==> src/rtl/clock_pkg.sv <==
// Shared constants, state encodings and slice/mode helpers for the mode scheduler and its key detectors.
package clock_pkg;

  localparam int NUM_MODES = 5;
  localparam int SLICE_W   = 24;

  localparam logic [2:0] MODE_1 = 3'd0;
  localparam logic [2:0] MODE_2 = 3'd1;
  localparam logic [2:0] MODE_3 = 3'd2;
  localparam logic [2:0] MODE_4 = 3'd3;
  localparam logic [2:0] MODE_5 = 3'd4;

  typedef enum logic {
    S_RUN,
    S_RING
  } sched_state_t;

  typedef enum logic [1:0] {
    K_IDLE,
    K_DEBOUNCE,
    K_HELD,
    K_LONG_WAIT
  } key_state_t;

  function automatic logic [2:0] next_mode(input logic [2:0] m);
    case (m)
      MODE_1:  return MODE_2;
      MODE_2:  return MODE_3;
      MODE_3:  return MODE_4;
      MODE_4:  return MODE_5;
      default: return MODE_1;
    endcase
  endfunction

  function automatic logic [NUM_MODES-1:0] mode_onehot(input logic [2:0] m);
    case (m)
      MODE_1:  return 5'b00001;
      MODE_2:  return 5'b00010;
      MODE_3:  return 5'b00100;
      MODE_4:  return 5'b01000;
      MODE_5:  return 5'b10000;
      default: return 5'b00001;
    endcase
  endfunction

  function automatic logic [SLICE_W-1:0] pick_slice(input logic [NUM_MODES*SLICE_W-1:0] d,
                                                    input logic [2:0] m);
    case (m)
      MODE_2:  return d[2*SLICE_W-1:1*SLICE_W];
      MODE_3:  return d[3*SLICE_W-1:2*SLICE_W];
      MODE_4:  return d[4*SLICE_W-1:3*SLICE_W];
      MODE_5:  return d[5*SLICE_W-1:4*SLICE_W];
      default: return d[1*SLICE_W-1:0];
    endcase
  endfunction

endpackage

==> src/rtl/key_press_detect.sv <==
// Debounces one key and classifies the press: short_p one cycle after release, long_p when the hold
// reaches LONG_CYCLES; both registered single-cycle pulses, no backpressure.
module key_press_detect
  import clock_pkg::*;
#(
  parameter int DEBOUNCE_CYCLES = 500000,
  parameter int LONG_CYCLES     = 50000000,
  parameter int CNT_W           = 26
) (
  input  logic clk,
  input  logic rst,
  input  logic key,
  output logic short_p,
  output logic long_p
);

  key_state_t       state;
  logic [CNT_W-1:0] cnt;
  logic [CNT_W-1:0] cnt_inc;

  // Saturating increment so a stuck key can never wrap into a false decision.
  assign cnt_inc = (&cnt) ? cnt : cnt + CNT_W'(1);

  always_ff @(posedge clk) begin
    if (rst) begin
      state   <= K_IDLE;
      cnt     <= '0;
      short_p <= 1'b0;
      long_p  <= 1'b0;
    end else begin
      short_p <= 1'b0;
      long_p  <= 1'b0;
      case (state)
        K_IDLE: begin
          if (key) begin
            state <= K_DEBOUNCE;
            cnt   <= CNT_W'(1);
          end
        end
        K_DEBOUNCE: begin
          if (!key) begin
            state <= K_IDLE;
            cnt   <= '0;
          end else begin
            cnt <= cnt_inc;
            if (cnt_inc >= CNT_W'(DEBOUNCE_CYCLES)) state <= K_HELD;
          end
        end
        K_HELD: begin
          if (!key) begin
            short_p <= 1'b1;
            state   <= K_IDLE;
            cnt     <= '0;
          end else begin
            cnt <= cnt_inc;
            if (cnt_inc >= CNT_W'(LONG_CYCLES)) begin
              long_p <= 1'b1;
              state  <= K_LONG_WAIT;
            end
          end
        end
        K_LONG_WAIT: begin
          if (!key) begin
            state <= K_IDLE;
            cnt   <= '0;
          end
        end
        default: begin
          state <= K_IDLE;
          cnt   <= '0;
        end
      endcase
    end
  end

endmodule

==> src/rtl/mode_scheduler.sv <==
// Routes keys, display and buzzer among five modes; pulses/mode/display are registered (1 cycle), no backpressure.
// MODE_SCHEDULER_BUZZ_BLINK_EN: buzzer blinks with BLINK_CYCLES half-period while ringing instead of steady on.
module mode_scheduler
  import clock_pkg::*;
#(
  parameter int DEBOUNCE_CYCLES = 500000,
  parameter int LONG_CYCLES     = 50000000,
  parameter int BLINK_CYCLES    = 12500000,
  parameter int CNT_W           = 26
) (
  input  logic                           clk_50MHz,
  input  logic                           rst,
  input  logic                           key_mode,
  input  logic                           key_act,
  input  logic [NUM_MODES*SLICE_W-1:0]   mode_digits,
  input  logic                           timer_signal,
  input  logic                           alarm_signal,
  output logic [2:0]                     mode_sel,
  output logic [NUM_MODES-1:0]           En,
  output logic                           B_S,
  output logic                           B_L,
  output logic                           stopsignal,
  output logic [SLICE_W-1:0]             disp_digits,
  output logic                           buzzer
);

  if (BLINK_CYCLES < 1 || (longint'(1) << CNT_W) <= longint'(LONG_CYCLES)) begin : g_param_err
    $error("mode_scheduler: BLINK_CYCLES must be >= 1 and 2**CNT_W must exceed LONG_CYCLES");
  end

  logic         mode_short, mode_long, act_short, act_long;
  logic         any_press;
  logic         timer_q, alarm_q;
  logic         timer_rise, alarm_rise;
  sched_state_t state;
  logic [2:0]   ring_src;

  key_press_detect #(
    .DEBOUNCE_CYCLES(DEBOUNCE_CYCLES),
    .LONG_CYCLES    (LONG_CYCLES),
    .CNT_W          (CNT_W)
  ) u_key_mode (
    .clk    (clk_50MHz),
    .rst    (rst),
    .key    (key_mode),
    .short_p(mode_short),
    .long_p (mode_long)
  );

  key_press_detect #(
    .DEBOUNCE_CYCLES(DEBOUNCE_CYCLES),
    .LONG_CYCLES    (LONG_CYCLES),
    .CNT_W          (CNT_W)
  ) u_key_act (
    .clk    (clk_50MHz),
    .rst    (rst),
    .key    (key_act),
    .short_p(act_short),
    .long_p (act_long)
  );

  assign any_press  = mode_short | mode_long | act_short | act_long;
  assign timer_rise = timer_signal & ~timer_q;
  assign alarm_rise = alarm_signal & ~alarm_q;

`ifdef MODE_SCHEDULER_BUZZ_BLINK_EN
  localparam int BW = $clog2(BLINK_CYCLES + 1);
  logic [BW-1:0] blink_cnt;
`endif

  always_ff @(posedge clk_50MHz) begin
    if (rst) begin
      state       <= S_RUN;
      ring_src    <= MODE_1;
      mode_sel    <= MODE_1;
      En          <= mode_onehot(MODE_1);
      B_S         <= 1'b0;
      B_L         <= 1'b0;
      stopsignal  <= 1'b0;
      buzzer      <= 1'b0;
      timer_q     <= 1'b0;
      alarm_q     <= 1'b0;
      disp_digits <= pick_slice(mode_digits, MODE_1);
`ifdef MODE_SCHEDULER_BUZZ_BLINK_EN
      blink_cnt   <= '0;
`endif
    end else begin
      B_S         <= 1'b0;
      B_L         <= 1'b0;
      stopsignal  <= 1'b0;
      // Edge registers track the level in every state so a level held across RING cannot re-trigger.
      timer_q     <= timer_signal;
      alarm_q     <= alarm_signal;
      disp_digits <= pick_slice(mode_digits, (state == S_RING) ? ring_src : mode_sel);
      if (state == S_RUN) begin
        if (timer_rise || alarm_rise) begin
          state    <= S_RING;
          ring_src <= timer_rise ? MODE_5 : MODE_4;
          buzzer   <= 1'b1;
`ifdef MODE_SCHEDULER_BUZZ_BLINK_EN
          blink_cnt <= '0;
`endif
        end else begin
          if (mode_short || mode_long) begin
            mode_sel <= next_mode(mode_sel);
            En       <= mode_onehot(next_mode(mode_sel));
          end
          B_S <= act_short;
          B_L <= act_long;
        end
      end else begin
        // The acknowledging press is consumed here and never reaches the active mode.
        if (any_press) begin
          stopsignal <= 1'b1;
          buzzer     <= 1'b0;
          state      <= S_RUN;
`ifdef MODE_SCHEDULER_BUZZ_BLINK_EN
          blink_cnt  <= '0;
        end else if (blink_cnt == BW'(BLINK_CYCLES - 1)) begin
          blink_cnt <= '0;
          buzzer    <= ~buzzer;
        end else begin
          blink_cnt <= blink_cnt + BW'(1);
`endif
        end
      end
    end
  end

endmodule

==> config.mk <==
export PLATFORM = sky130hd
export DESIGN_NAME = mode_scheduler
export DESIGN_NICKNAME = d
export VERILOG_FILES = /design/src/rtl/clock_pkg.sv /design/src/rtl/key_press_detect.sv /design/src/rtl/mode_scheduler.sv
export SDC_FILE = /design/constraint.sdc
export NUM_CORES = 1
export LEC_CHECK = 0
export BUFFER_PORTS_ARGS = -buffer_cell sky130_fd_sc_hd__buf_2
export CAP_MARGIN = 5
export CORE_MARGIN = 10
export CORE_UTILIZATION = 55
export DETAILED_ROUTE_END_ITERATION = 8
export PLACE_DENSITY_LB_ADDON = 0.25
export SLEW_MARGIN = 20
export SYNTH_ARGS = -nofsm -noshare
export SYNTH_HDL_FRONTEND = slang
export SYNTH_SLANG_ARGS = --single-unit
==> constraint.sdc <==
create_clock -name clk_50MHz -period 7.7 [get_ports clk_50MHz]
set_input_delay 0.77 -clock clk_50MHz [delete_from_list [all_inputs] [get_ports clk_50MHz]]
set_output_delay 0.77 -clock clk_50MHz [all_outputs]
set_load 0.05 [all_outputs]
==> results of run 1 <==
==> worst max-delay path, cell delays in order, from the launching register on <==
cell and delay [ps]:
dfxtp_1 630, nand4_4 270, nor4_4 750, a211oi_2 250, xnor2_1 200, nor4b_2 320
o211ai_1 150, nand3_2 130, o21ai_2 80, a221oi_2 280
==> placed cells by master (no fill, tap or decap), types with 8 or more instances in the layout <==
master / count
a211oi_1: 10
a22oi_1: 12
and3_1: 9
a21o_1: 30
or3_1: 9
a311oi_1: 12
and4_1: 10
a31oi_1: 11
dfxtp_1: 101
nand2_1: 91
ha_1: 12
o211ai_1: 8
nand3_1: 26
a21oi_1: 86
and2_1: 9
buf_4: 8
buf_2: 161
o21ai_0: 39
a222oi_1: 24
nor4_1: 13
xnor2_1: 14
clkbuf_16: 9
nand4_1: 20
inv_1: 13
nor3_1: 28
nor2_1: 87
==> sequential cells by signal, indices dropped and copies added (netlist names), 2 cells and up <==
signal and cells:
disp_digits 24, u_key_act.cnt 26, u_key_mode.cnt 26, u_key_mode.state 2, u_key_act.state 2, En 5, mode_sel 3, ring_src 2
==> per-layer routing <==
layer  track usage [%]  up-vias
li1                  -     3505
met1              31.5     3336
met2              37.7      360
met3              4.30       42
met4              12.5        0
met5                 0        -
==> where the power goes <==
part / switching [W] / total (W) / internal [W]
Clock: 0.000213 / 0.000437 / 0.000224
Sequential: 0.00000921 / 0.000547 / 0.000538
Combinational: 0.000126 / 0.000195 / 0.0000691
==> final timing paths <==
path / startpoint / end / slack, ps
worst max-delay path: u_key_mode.cnt[13] / u_key_mode.state[0] / 4540
worst max register to register: u_key_mode.cnt[13] / u_key_mode.state[0] / 4540
worst min register to register: buzzer / buzzer / 470
worst min-delay path: buzzer / buzzer / 470
==> per-stage QoR <==
stage | cells | util (%)
floorplan | 876 | -
global placement | 1138 | 62.7
detailed placement | 1138 | 62.7
CTS | 1154 | 65.0
global route | 1159 | 65.1
finish | 1160 | 65.1
==> final cells by class <==
| cell class | instances | share of cell area [%] |
|---|---|---|
| antenna | 6 | 0.191 |
| clock buffer | 9 | 2.87 |
| clock inverter | 7 | 0.701 |
| inverter | 13 | 0.621 |
| multi-input combinational | 687 | 56.2 |
| sequential | 101 | 25.7 |
| tap | 168 | 2.68 |
| timing repair buffer | 169 | 11.0 |
==> Yosys cell counts (all sizes together), types with 7 or more instances <==
| cell | number | area share [%] |
|---|---|---|
| dfxtp | 101 | 30 |
| a21o | 30 | 3.3 |
| buf | 28 | 2.4 |
| nand2 | 92 | 5.1 |
| and4 | 10 | 1.3 |
| nor3 | 32 | 2.6 |
| a211oi | 12 | 1.5 |
| and3 | 10 | 0.94 |
| mux2i | 8 | 1.2 |
| a21oi | 86 | 6.3 |
| a311oi | 12 | 1.5 |
| xnor2 | 14 | 1.8 |
| or3 | 9 | 0.83 |
| nor3b | 7 | 0.77 |
| clkbuf | 47 | 2.6 |
| a22oi | 12 | 1.3 |
| nor4 | 20 | 2.6 |
| nor2 | 90 | 5.2 |
| o211ai | 9 | 1.1 |
| a222oi | 24 | 3.5 |
| o21ai | 47 | 3.6 |
| nand3 | 30 | 2.5 |
| nand4 | 26 | 3.6 |
| inv | 13 | 0.72 |
| nor2b | 7 | 0.65 |
| and2 | 9 | 0.83 |
| ha | 12 | 2.2 |
| a31oi | 11 | 1.0 |
==> cell families (layout without fill, tap and decap cells) <==
logic type	count (synthesis)	after routing	share of synthesized area, %
multiplexers	14	14	2.18
buffers and inverters	88	198	5.73
AO/OA/AOI/OAI	272	272	27.2
other	0	6	0
flip-flops	101	101	29.8
XOR/XNOR	18	18	2.43
AND/OR/NAND/NOR	371	371	30.5
adder cells (fa/ha/maj)	12	12	2.21
==> reports/summary.log, run 1 <==
qor: place.dpl_cell_area 7560 um2
qor: global_routing.first_global_vias 6497
qor: critical_path.sort_of_element_at_the_end_of_the_critical_path flip-flop
qor: timing.timing.clock.skew 7.74 ps
qor: synth.syn-mean-instance-area 7.75 um2
qor: synth.synthCells 876
qor: synth.syn-cell-area 6790 um2
qor: clocking.cts_tree done
qor: critical_path.critical_path_peak_fanout 14
qor: place.pre_cts_slack 4620 ps
qor: synth.number_of_synthesized_flops_with_an_enable_pin 0
qor: finish.stdcell_area 7860 um2
qor: global_routing.gr-usage-all-layers 24.2%
qor: floorplanning.coreArea 12100 um2
qor: clocking.htree_levels 3
qor: critical_path.criticalPathCategory flip-flop to flip-flop
qor: finish.layout-drive-gt1-share 24.0%
qor: synth.ys_types 76
qor: routing.ant_nets 0
qor: synth.async_flop_share 0%
qor: power_and_ir_drop.power_density_over_the_cells 150 nW/um2
qor: min_path.holdPathStages 2
qor: floorplanning.floorplan.die.height 131 um
qor: power_and_ir_drop.total_power 0.00118 W
qor: timing.fin_setup_tns 0 ps
qor: floorplanning.io_pins 162
qor: clocking.cts-root-to-sink-buffers 2
qor: timing.timing.max_slew.rel_slack 25.9%
qor: clocking.clk_root_buffer_cell clkbuf_16
qor: place.gp_routability_congestion 0.991
qor: routing.routed_wirelength 22100 um
qor: global_routing.antenna_found_initial 5
qor: routing.num_vias 7243
qor: timing.maxSlewViolCount 0
qor: timing.max_freq 316 MHz
qor: routing.routed-wl-met2 9890 um
qor: timing.max_slew.worst_pin.slew 1110 ps
qor: clocking.cts-hold-fix-buffers 0
qor: global_routing.grt_max_degree 73
qor: synth.register_area_share_after_synthesis 29.8%
qor: routing.first_iter_violations 698
qor: finish.multi_input_area 4420 um2
qor: timing.grt_setup_unrepaired false
qor: critical_path.crit_path_start_kind flip-flop
qor: clocking.total_of_cells_resized_after_clock_tree_synthesis 0
qor: clocking.cts-buffers-inserted 9
qor: clocking.clk_latency 360 ps
qor: routing.wl_met3 2190 um
qor: finish.design.final.nets 1119
qor: synth.ys.flop_type dfxtp_1
qor: critical_path.rr_worst_depth 9
qor: place.port-buffer-count 161
qor: min_path.worst_hold_path_type flip-flop to flip-flop
qor: routing.routed_via_density 6.24
qor: routing.top_signal_layer_used met4
qor: finish.syn_to_final_growth 15.8%
qor: floorplanning.num_rows 40
qor: global_routing.first_pass_grt_wire_length 33600 um
qor: timing.post-route-period-util 41.0%
qor: timing.timing.final.crit_period 3160 ps
qor: timing.hold_viol 0
qor: synth.synth_seq_cells 101
qor: clocking.clkTransAtPathRegs 70 ps
qor: routing.detail_route.wirelength.met1 9240 um
qor: floorplanning.total_die_area 17200 um2
qor: critical_path.critical_path_rt 7960 ps
qor: power_and_ir_drop.static-leakage-power 2.99 nW
qor: timing.worst_slack 4540 ps
qor: floorplanning.fp.dieW 131 um
qor: routing.wl_per_cell 19.1 um
qor: synth.syn_nets 1014
qor: clocking.clkSinkCount 101
qor: timing.hold-worst-slack 471 ps
qor: place.detailed_place_hpwl 16700 um
qor: routing.route.detailed.drc 0
qor: routing.first_pass_iters 9
qor: finish.n_fill_cell 1101
qor: critical_path.worst_ep_arrival_time 3420 ps
qor: run_status.outcome finished, final reports clean
qor: floorplanning.floorplan.initialDensity 56.3%
qor: synth.synth_warnings 0
qor: clocking.post_cts_setup_driven_buffer_insertion_count 0
qor: run.cap_viol_max_count 0
qor: timing.final_setup_viols 0
qor: power_and_ir_drop.vdd_drop_max 0.0894 mV
qor: global_routing.globalRoute.totalOverflow 0
qor: finish.register_area 2020 um2
Note: power is estimated with default switching activity, not from simulation.
==> inputs of run 2 (changes only) <==
--- a/config.mk
+++ b/config.mk
@@ -5,10 +5,11 @@
 export SDC_FILE = /design/constraint.sdc
 export NUM_CORES = 1
 export LEC_CHECK = 0
+export ABC_AREA = 1
 export BUFFER_PORTS_ARGS = -buffer_cell sky130_fd_sc_hd__buf_2
 export CAP_MARGIN = 5
 export CORE_MARGIN = 10
-export CORE_UTILIZATION = 55
+export CORE_UTILIZATION = 50
 export DETAILED_ROUTE_END_ITERATION = 8
 export PLACE_DENSITY_LB_ADDON = 0.25
 export SLEW_MARGIN = 20
==> constraint.sdc (replaced) <==
create_clock -name clk_50MHz -period 2.8 [get_ports clk_50MHz]
set_input_delay 0.28 -clock clk_50MHz [delete_from_list [all_inputs] [get_ports clk_50MHz]]
set_output_delay 0.28 -clock clk_50MHz [all_outputs]
set_load 0.05 [all_outputs]
==> run 2 against run 1 <==
Compared with the run above:
- first-iteration DRC count fell by 23%
- combinational power rose to 3.9 times the previous value
- sequential share of layout area shrank 1.0 points
- global-route usage is 2.0 points lower
- synthesized area grew 0.92%
- largest power group unchanged
- total power grew to 3.1 times the previous value
==> reports/summary.log, run 2 <==
qor: synth.syn-mean-instance-area 6.16 um2
qor: routing.wl_per_cell 14.9 um
qor: critical_path.critical_path_rt 3100 ps
qor: critical_path.critical_path_peak_fanout 34
qor: timing.final_setup_viols 0
qor: critical_path.critical_path.most_common_cell nor2_1
qor: finish.design.final.nets 1401
qor: synth.yosysTopAreaCellShare 29.5%
qor: critical_path.cp_slowest_cell dfxtp_1
qor: synth.syn-cell-area 6850 um2
qor: floorplanning.io_pins 162
qor: clocking.cts-hold-fix-buffers 0
qor: finish.register_area 2020 um2
qor: finish.syn_to_final_growth 19.4%
qor: critical_path.kind_of_cell_adding_the_most_delay_to_the_critical_path simple AND/OR/NAND/NOR gates
qor: timing.fin_setup_tns 0 ps
qor: power_and_ir_drop.static-leakage-power 3.66 nW
qor: floorplanning.num_rows 42
qor: synth.synthCells 1112
qor: clocking.cts-buffers-inserted 9
qor: synth.number_of_synthesized_flops_with_an_enable_pin 0
qor: routing.first_pass_iters 5
qor: critical_path.criticalPathCategory flip-flop to flip-flop
qor: critical_path.slowest_delay 410 ps
qor: power_and_ir_drop.vdd_drop_max 0.413 mV
qor: finish.layout-drive-gt1-share 20.4%
qor: synth.synth.area.top_cells dfxtp_1 30%, nand2_1 22%, nor2_1 7.1%, inv_1 6.2%, nand3_1 6.1%
qor: synth.synthMostInstantiatedCell nand2_1
qor: global_routing.antenna_found_initial 1
qor: timing.timing.clock.skew 9.26 ps
qor: place.dp_cells 1428
qor: floorplanning.floorplan.initialDensity 51.3%
qor: place.detailed_place_hpwl 16800 um
qor: routing.num_vias 7560
qor: finish.multi_input_area 4260 um2
qor: clocking.clkTransAtPathRegs 80 ps
qor: run_status.outcome finished, final reports clean
qor: place.port-buffer-count 161
qor: routing.first_iter_violations 536
qor: floorplanning.floorplan.die.height 137 um
qor: finish.reg.largest.list u_key_act.cnt (26), u_key_mode.cnt (26), disp_digits (24)
qor: finish.most-common-layout-cells 393 x nand2_1, 161 x buf_2, 128 x nor2_1
qor: finish.antenna_cells_inserted 0
qor: timing.timing.final.crit_period 2560 ps
qor: min_path.worst_hold_path_type input pin to flip-flop
qor: global_routing.grt_max_degree 68
qor: synth.syn_nets 1250
qor: floorplanning.coreArea 13300 um2
qor: clocking.cts_tree done
qor: floorplanning.fp.dieW 137 um
qor: clocking.clkSinkCount 101
qor: critical_path.critical_path.cell_chain ha_2 > inv_2 > nor2_4 > nand2_2 > nor2_4 > nand2_8 > nand2_2 > nand2_1 > nor2_1 > nand3_1 > nor2_1 > nand2_1 > nand4_1 > inv_1 > nor2_2 > nor2_1 > nor2_1
qor: place.gp_routability_congestion 0.919
qor: synth.ys_types 39
qor: finish.n_fill_cell 1333
qor: timing.maxSlewViolCount 0
qor: timing.grt_setup_unrepaired false
qor: power_and_ir_drop.power_report.internal_total 0.00248 W
qor: global_routing.globalRoute.totalOverflow 0
qor: timing.post-route-period-util 91.5%
qor: synth.register_area_share_after_synthesis 29.5%
qor: finish.leading_cell_type_in_the_layout_fill_and_taps_excluded nand2_1
qor: clocking.cts-root-to-sink-buffers 2
qor: power_and_ir_drop.power_density_over_the_cells 444 nW/um2
qor: power_and_ir_drop.power.switching_fraction 31.7%
qor: power_and_ir_drop.clock_power_share 36.5%
qor: global_routing.first_pass_grt_wire_length 34200 um
qor: synth.synth_top_area_cell dfxtp_1
qor: timing.timing.max_slew.rel_slack 28.0%
qor: critical_path.crit_path_start_kind flip-flop
qor: synth.synth_seq_cells 101
qor: clocking.htree_levels 3
qor: critical_path.worst_ep_arrival_time 2860 ps
qor: routing.route.detailed.drc 0
qor: timing.max_freq 390 MHz
qor: global_routing.first_global_vias 7060
qor: clocking.clk_latency 360 ps
qor: timing.hold-worst-slack 131 ps
qor: global_routing.gr-usage-all-layers 22.3%
qor: timing.hold_viol 0
qor: floorplanning.total_die_area 18800 um2
qor: timing.max_slew.worst_pin.slew 1080 ps
qor: finish.layoutNonFillerInstCount 1444
qor: power_and_ir_drop.switchingPower 0.00115 W
qor: routing.routed_via_density 5.24
qor: routing.ant_nets 0
qor: critical_path.sort_of_element_at_the_end_of_the_critical_path flip-flop
qor: clocking.clk_root_buffer_cell clkbuf_16
qor: synth.async_flop_share 0%
qor: routing.routed_wirelength 21500 um
qor: synth.synth_warnings 0
qor: critical_path.critPathBufInv 2
qor: run.cap_viol_max_count 0
qor: power_and_ir_drop.seq_power_share 42.4%
qor: power_and_ir_drop.power.share.combinational 21.1%
qor: synth.ys.flop_type dfxtp_1
qor: synth.most_frequent_cells_after_synthesis 393 x nand2_1, 130 x nor2_1, 113 x inv_1
==> run 2: cell types whose count changed after synthesis, moves of 12 or more <==
cell | before | now
a22oi_1 | 12 | 0
a21o_1 | 30 | 1
o21ai_0 | 39 | 17
nor2_1 | 87 | 130
mux2_2 | 6 | 24
nand2_1 | 91 | 393
nand3_1 | 26 | 83
o2111ai_1 | 0 | 24
buf_2 | 16 | 3
inv_1 | 13 | 113
clkbuf_1 | 46 | 27
a222oi_1 | 24 | 0
nor3_1 | 29 | 6
a21oi_1 | 86 | 65
==> run 2: logic make-up after synthesis <==
| family | count (synthesis) | synth area share, % |
|---|---|---|
| flip-flops | 101 | 29.5 |
| AO/OA/AOI/OAI | 123 | 10.8 |
| multiplexers | 24 | 3.95 |
| adder cells (fa/ha/maj) | 12 | 2.19 |
| buffers and inverters | 157 | 8.99 |
| XOR/XNOR | 18 | 2.30 |
| AND/OR/NAND/NOR | 677 | 42.2 |
==> run 2: cell type report <==
class / count / area share [%]
Clock inverter: 7 / 1.01
Tap cell: 176 / 2.69
Clock buffer: 9 / 2.75
Sequential cell: 101 / 24.7
Timing Repair Buffer: 174 / 11.0
Inverter: 123 / 5.65
Multi-Input combinational cell: 854 / 52.1
==> run 2: power groups by stage <==
stage               combinational (W)  clock [W]  sequential [W]
floorplan                    0.000357          0         0.00171
finish                       0.000765    0.00132         0.00154
detailed placement           0.000764          0         0.00157
global placement             0.000758          0         0.00157
CTS                          0.000768    0.00136         0.00154
global route                 0.000840    0.00141         0.00155
==> run 2: through the flow <==
| step | power, W | util (%) | setup slack, ps | area [um2] |
|---|---|---|---|---|
| detailed placement | 0.00234 | 58.8 | 203 | 7840 |
| floorplan | 0.00207 | - | 370 | 6850 |
| global route | 0.00380 | 61.3 | 7.37 | 8180 |
| global placement | 0.00233 | 58.8 | 314 | 7840 |
| CTS | 0.00366 | 61.1 | 181 | 8150 |
| finish | 0.00363 | 61.3 | 238 | 8180 |
==> run 2: repair_timing <==
item,CTS,global route
setup buffers,0,0
gates resized for setup,0,5
setup endpoints to repair,0,4
==> run 2: tightest hold or removal path, delay by kind of cell <==
kind,cells,cell delay [ps]
buffers and inverters,2,110
AND/OR/NAND/NOR,1,60
==> run 2: final timing paths <==
check / to / cells after the start / startpoint / slack (ps)
setup reg to reg: u_key_mode.state[1] / 17 / u_key_mode.cnt[1] / 240
hold reg to reg: B_L / 2 / u_key_act.long_p / 440
hold / removal: alarm_q / 3 / alarm_signal / 130
setup / recovery: u_key_mode.state[1] / 17 / u_key_mode.cnt[1] / 240
==> run 2: layer usage <==
layer  GRT usage (%)  share of wire, %  vias up
met4            5.97               1.6        0
met5               0                 0        -
met3            4.07               5.1       25
met1            27.1                42     3464
li1                -                 -     3875
met2            39.2                51      196
==> inputs of run 3 (changes only) <==
--- a/config.mk
+++ b/config.mk
@@ -9,10 +9,11 @@
 export BUFFER_PORTS_ARGS = -buffer_cell sky130_fd_sc_hd__buf_2
 export CAP_MARGIN = 5
 export CORE_MARGIN = 10
-export CORE_UTILIZATION = 50
+export CORE_UTILIZATION = 55
 export DETAILED_ROUTE_END_ITERATION = 8
 export PLACE_DENSITY_LB_ADDON = 0.25
 export SLEW_MARGIN = 20
 export SYNTH_ARGS = -nofsm -noshare
 export SYNTH_HDL_FRONTEND = slang
+export SYNTH_HIERARCHICAL = 1
 export SYNTH_SLANG_ARGS = --single-unit
==> constraint.sdc (replaced) <==
create_clock -name clk_50MHz -period 3.25 [get_ports clk_50MHz]
set_input_delay 0.325 -clock clk_50MHz [delete_from_list [all_inputs] [get_ports clk_50MHz]]
set_output_delay 0.325 -clock clk_50MHz [all_outputs]
set_load 0.05 [all_outputs]
==> run 3 against run 2 <==
Compared with the run above:
- die area is 3.2% lower
- global-route usage is 3.0 points higher
- first-iteration DRC count increased by 57%
- non-clock buffer count unchanged
- critical path type unchanged
- critical path depth is 2 higher
- combinational power is 15% lower
- worst hold slack better by 44 ps
- sequential power shrank 14%
- clock skew shrank 0.54 ps
- sequential cell count stayed put
- critical endpoint is now u_key_act/state[0]
- register-to-register slack improved by 310 ps
==> reports/summary.log, run 3 <==
qor: clocking.htree_levels 3
qor: power_and_ir_drop.static-leakage-power 3.87 nW
qor: finish.most-common-layout-cells 412 x nand2_1, 166 x nor2_1, 161 x buf_2
qor: critical_path.cp_slowest_cell dfxtp_1
qor: synth.ys_types 35
qor: global_routing.first_global_vias 7532
qor: clocking.cts-buffers-inserted 9
qor: floorplanning.total_die_area 18200 um2
qor: synth.syn_nets 1375
qor: floorplanning.fp.dieW 135 um
qor: critical_path.register_to_register_setup_slack 550 ps
qor: timing.worst_slack 546 ps
qor: critical_path.rr_worst_depth 19
qor: floorplanning.floorplan.initialDensity 56.8%
qor: global_routing.grt_max_degree 67
qor: min_path.holdPathStages 3
qor: synth.synthCells 1237
qor: place.pre_cts_slack 607 ps
qor: routing.wl_per_cell 15.4 um
qor: critical_path.critical_path_rt 3560 ps
qor: clocking.total_of_cells_resized_after_clock_tree_synthesis 0
qor: critical_path.slowest_delay 450 ps
qor: timing.max_slew.worst_pin.slew 684 ps
qor: timing.maxSlewViolCount 0
qor: place.port-buffer-count 161
qor: clocking.clkSinkCount 101
qor: finish.final_util 66.0%
qor: critical_path.criticalPathCategory flip-flop to flip-flop
qor: synth.synth_seq_cells 101
qor: timing.final_setup_viols 0
qor: place.gp_routability_congestion 0.957
qor: synth.ys.flop_type dfxtp_1
qor: min_path.hold_path_end disp_digits[12]
qor: power_and_ir_drop.power_density_over_the_cells 367 nW/um2
qor: global_routing.globalRoute.totalOverflow 0
qor: synth.synth_warnings 6
qor: routing.first_pass_iters 7
qor: routing.first_iter_violations 839
qor: floorplanning.coreArea 12800 um2
qor: global_routing.antenna_found_initial 0
qor: power_and_ir_drop.vdd_drop_max 0.336 mV
qor: clocking.clk_root_buffer_cell clkbuf_16
qor: timing.fin_setup_tns 0 ps
qor: timing.timing.clock.skew 8.73 ps
qor: finish.reg.largest.list u_key_act/cnt (26), u_key_mode/cnt (26), disp_digits (24)
qor: clocking.post_cts_setup_driven_buffer_insertion_count 0
qor: critical_path.crit_path_start_kind flip-flop
qor: clocking.clk_latency 360 ps
qor: synth.most_frequent_cells_after_synthesis 413 x nand2_1, 166 x nor2_1, 142 x nand3_1
qor: clocking.clkTransAtPathRegs 80 ps
qor: critical_path.critical_path.reg2reg.endpoint u_key_act/state[0]
qor: timing.post-route-period-util 83.2%
qor: clocking.cts_tree done
qor: routing.ant_nets 0
qor: timing.hold-worst-slack 174 ps
qor: synth.yosysTopAreaCellShare 27.9%
qor: timing.hold_viol 0
qor: run_status.outcome finished, final reports clean
qor: clocking.cts-hold-fix-buffers 0
qor: synth.number_of_synthesized_flops_with_an_enable_pin 0
qor: finish.antenna_cells_inserted 0
qor: synth.async_flop_share 0%
qor: timing.grt_setup_unrepaired false
qor: run.cap_viol_max_count 0
qor: timing.timing.max_slew.rel_slack 54.1%
qor: finish.design.final.nets 1508
qor: critical_path.sort_of_element_at_the_end_of_the_critical_path flip-flop
qor: floorplanning.floorplan.die.height 135 um
qor: finish.n_fill_cell 1205
qor: routing.num_vias 8566
qor: routing.routed_via_density 5.54
qor: min_path.worst_hold_path_type input pin to flip-flop
qor: synth.synth_top_area_cell dfxtp_1
qor: critical_path.critical_path.cell_chain ha_1 > nand3_2 > clkinv_2 > nand2_4 > nor2_4 > nand2_4 > nand2_1 > nand2_1 > nor2_1 > nand2_1 > nand2_1 > nand2_1 > nand3_1 > nand2_1 > inv_1 > nand2_1 > nand2_1 > nand2_1 > nor2_1
qor: routing.routed_wirelength 23900 um
qor: floorplanning.io_pins 162
qor: synth.syn-cell-area 7260 um2
qor: clocking.cts-root-to-sink-buffers 2
qor: place.detailed_place_hpwl 18100 um
qor: synth.synthMostInstantiatedCell nand2_1
qor: routing.route.detailed.drc 0
qor: finish.syn_to_final_growth 16.2%
qor: floorplanning.num_rows 41
qor: global_routing.gr-usage-all-layers 25.3%
qor: synth.register_area_share_after_synthesis 27.9%
qor: critical_path.critical_path.most_common_cell nand2_1
qor: synth.synth.area.top_cells dfxtp_1 28%, nand2_1 21%, nand3_1 9.8%, nor2_1 8.6%, a21oi_1 6.1%
qor: finish.leading_cell_type_in_the_layout_fill_and_taps_excluded nand2_1
qor: critical_path.worst_ep_arrival_time 3010 ps
qor: synth.syn-mean-instance-area 5.87 um2
qor: critical_path.critical_path_peak_fanout 33
qor: power_and_ir_drop.total_power 0.00310 W
qor: critical_path.r2r_start u_key_act/cnt[0]
qor: finish.layout-drive-gt1-share 16.8%
qor: min_path.hold_path.startpoint mode_digits[12]
qor: global_routing.first_pass_grt_wire_length 37800 um
qor: timing.max_freq 370 MHz
qor: timing.timing.final.crit_period 2700 ps
run 3: changes by cell type in the layout (fill, tap and decap cells not counted), sizes merged, moves of 5 or more:
cell,change
nand3,+59
nor2,+33
a21oi,+26
o2111ai,-24
nand4,+44
o21bai,+6
xnor2,-5
nand2,+19
xor2,-9
o21ai,-15
mux2,-24
o211ai,+7
run 3: worst max path at each step:
stage / startpoint / endpoint / slack (ps) / cells past startpoint
CTS: u_key_act/cnt[0] / u_key_act/state[0] / 570 / 19
floorplan: u_key_act/cnt[0] / u_key_act/state[1] / 1040 / 16
finish: u_key_act/cnt[0] / u_key_act/state[0] / 550 / 19
global placement: u_key_mode/cnt[0] / u_key_mode/state[1] / 720 / 18
detailed placement: u_key_act/cnt[0] / u_key_act/state[1] / 610 / 18
global route: u_key_mode/cnt[0] / u_key_mode/state[0] / 210 / 19
run 3: cell families after synthesis:
| family | count (synthesis) | synth area share (%) |
|---|---|---|
| flip-flops | 101 | 27.9 |
| adder cells (fa/ha/maj) | 12 | 2.07 |
| AND/OR/NAND/NOR | 827 | 49.8 |
| XOR/XNOR | 4 | 0.483 |
| buffers and inverters | 169 | 9.81 |
| AO/OA/AOI/OAI | 124 | 9.95 |
run 3: final cells by class:
| cell class | count | area [um2] | share of cell area [%] |
|---|---|---|---|
| Clock buffer | 9 | 225 | 2.67 |
| Sequential cell | 101 | 2020 | 24.0 |
| Inverter | 117 | 442 | 5.24 |
| Clock inverter | 7 | 88.8 | 1.05 |
| Tap cell | 172 | 215 | 2.55 |
| Timing Repair Buffer | 174 | 903 | 10.7 |
| Multi-Input combinational cell | 967 | 4540 | 53.8 |
run 3: critical path: cells and delay by family (launching register included):
family | cells | cell delay [ps]
fa+ha+maj | 1 | 300
buf+inv | 2 | 190
flops | 1 | 450
simple gates | 16 | 1680
run 3: where the power goes:
group	switching [W]	total (W)	internal (W)	leakage, nW
Sequential	0.0000350	0.00133	0.00129	0.826
Clock	0.000560	0.00111	0.000555	0.152
Combinational	0.000457	0.000653	0.000196	2.89
run 3: stage by stage:
stage | instances | cell area, um2
finish | 1547 | 8430
global route | 1547 | 8430
detailed placement | 1531 | 8120
CTS | 1547 | 8430
global placement | 1531 | 8120
floorplan | 1237 | 7260
run 3: layer usage:
layer  up-vias  part of all wire, %  track usage, %  wire (um)
met2       374                   47            41.5      11300
met3        60                  8.0            4.86       1900
li1       4299                    -               -          -
met4         0                  2.8            8.16        673
met1      3833                   42            32.6      10000
met5         -                    0               0          0
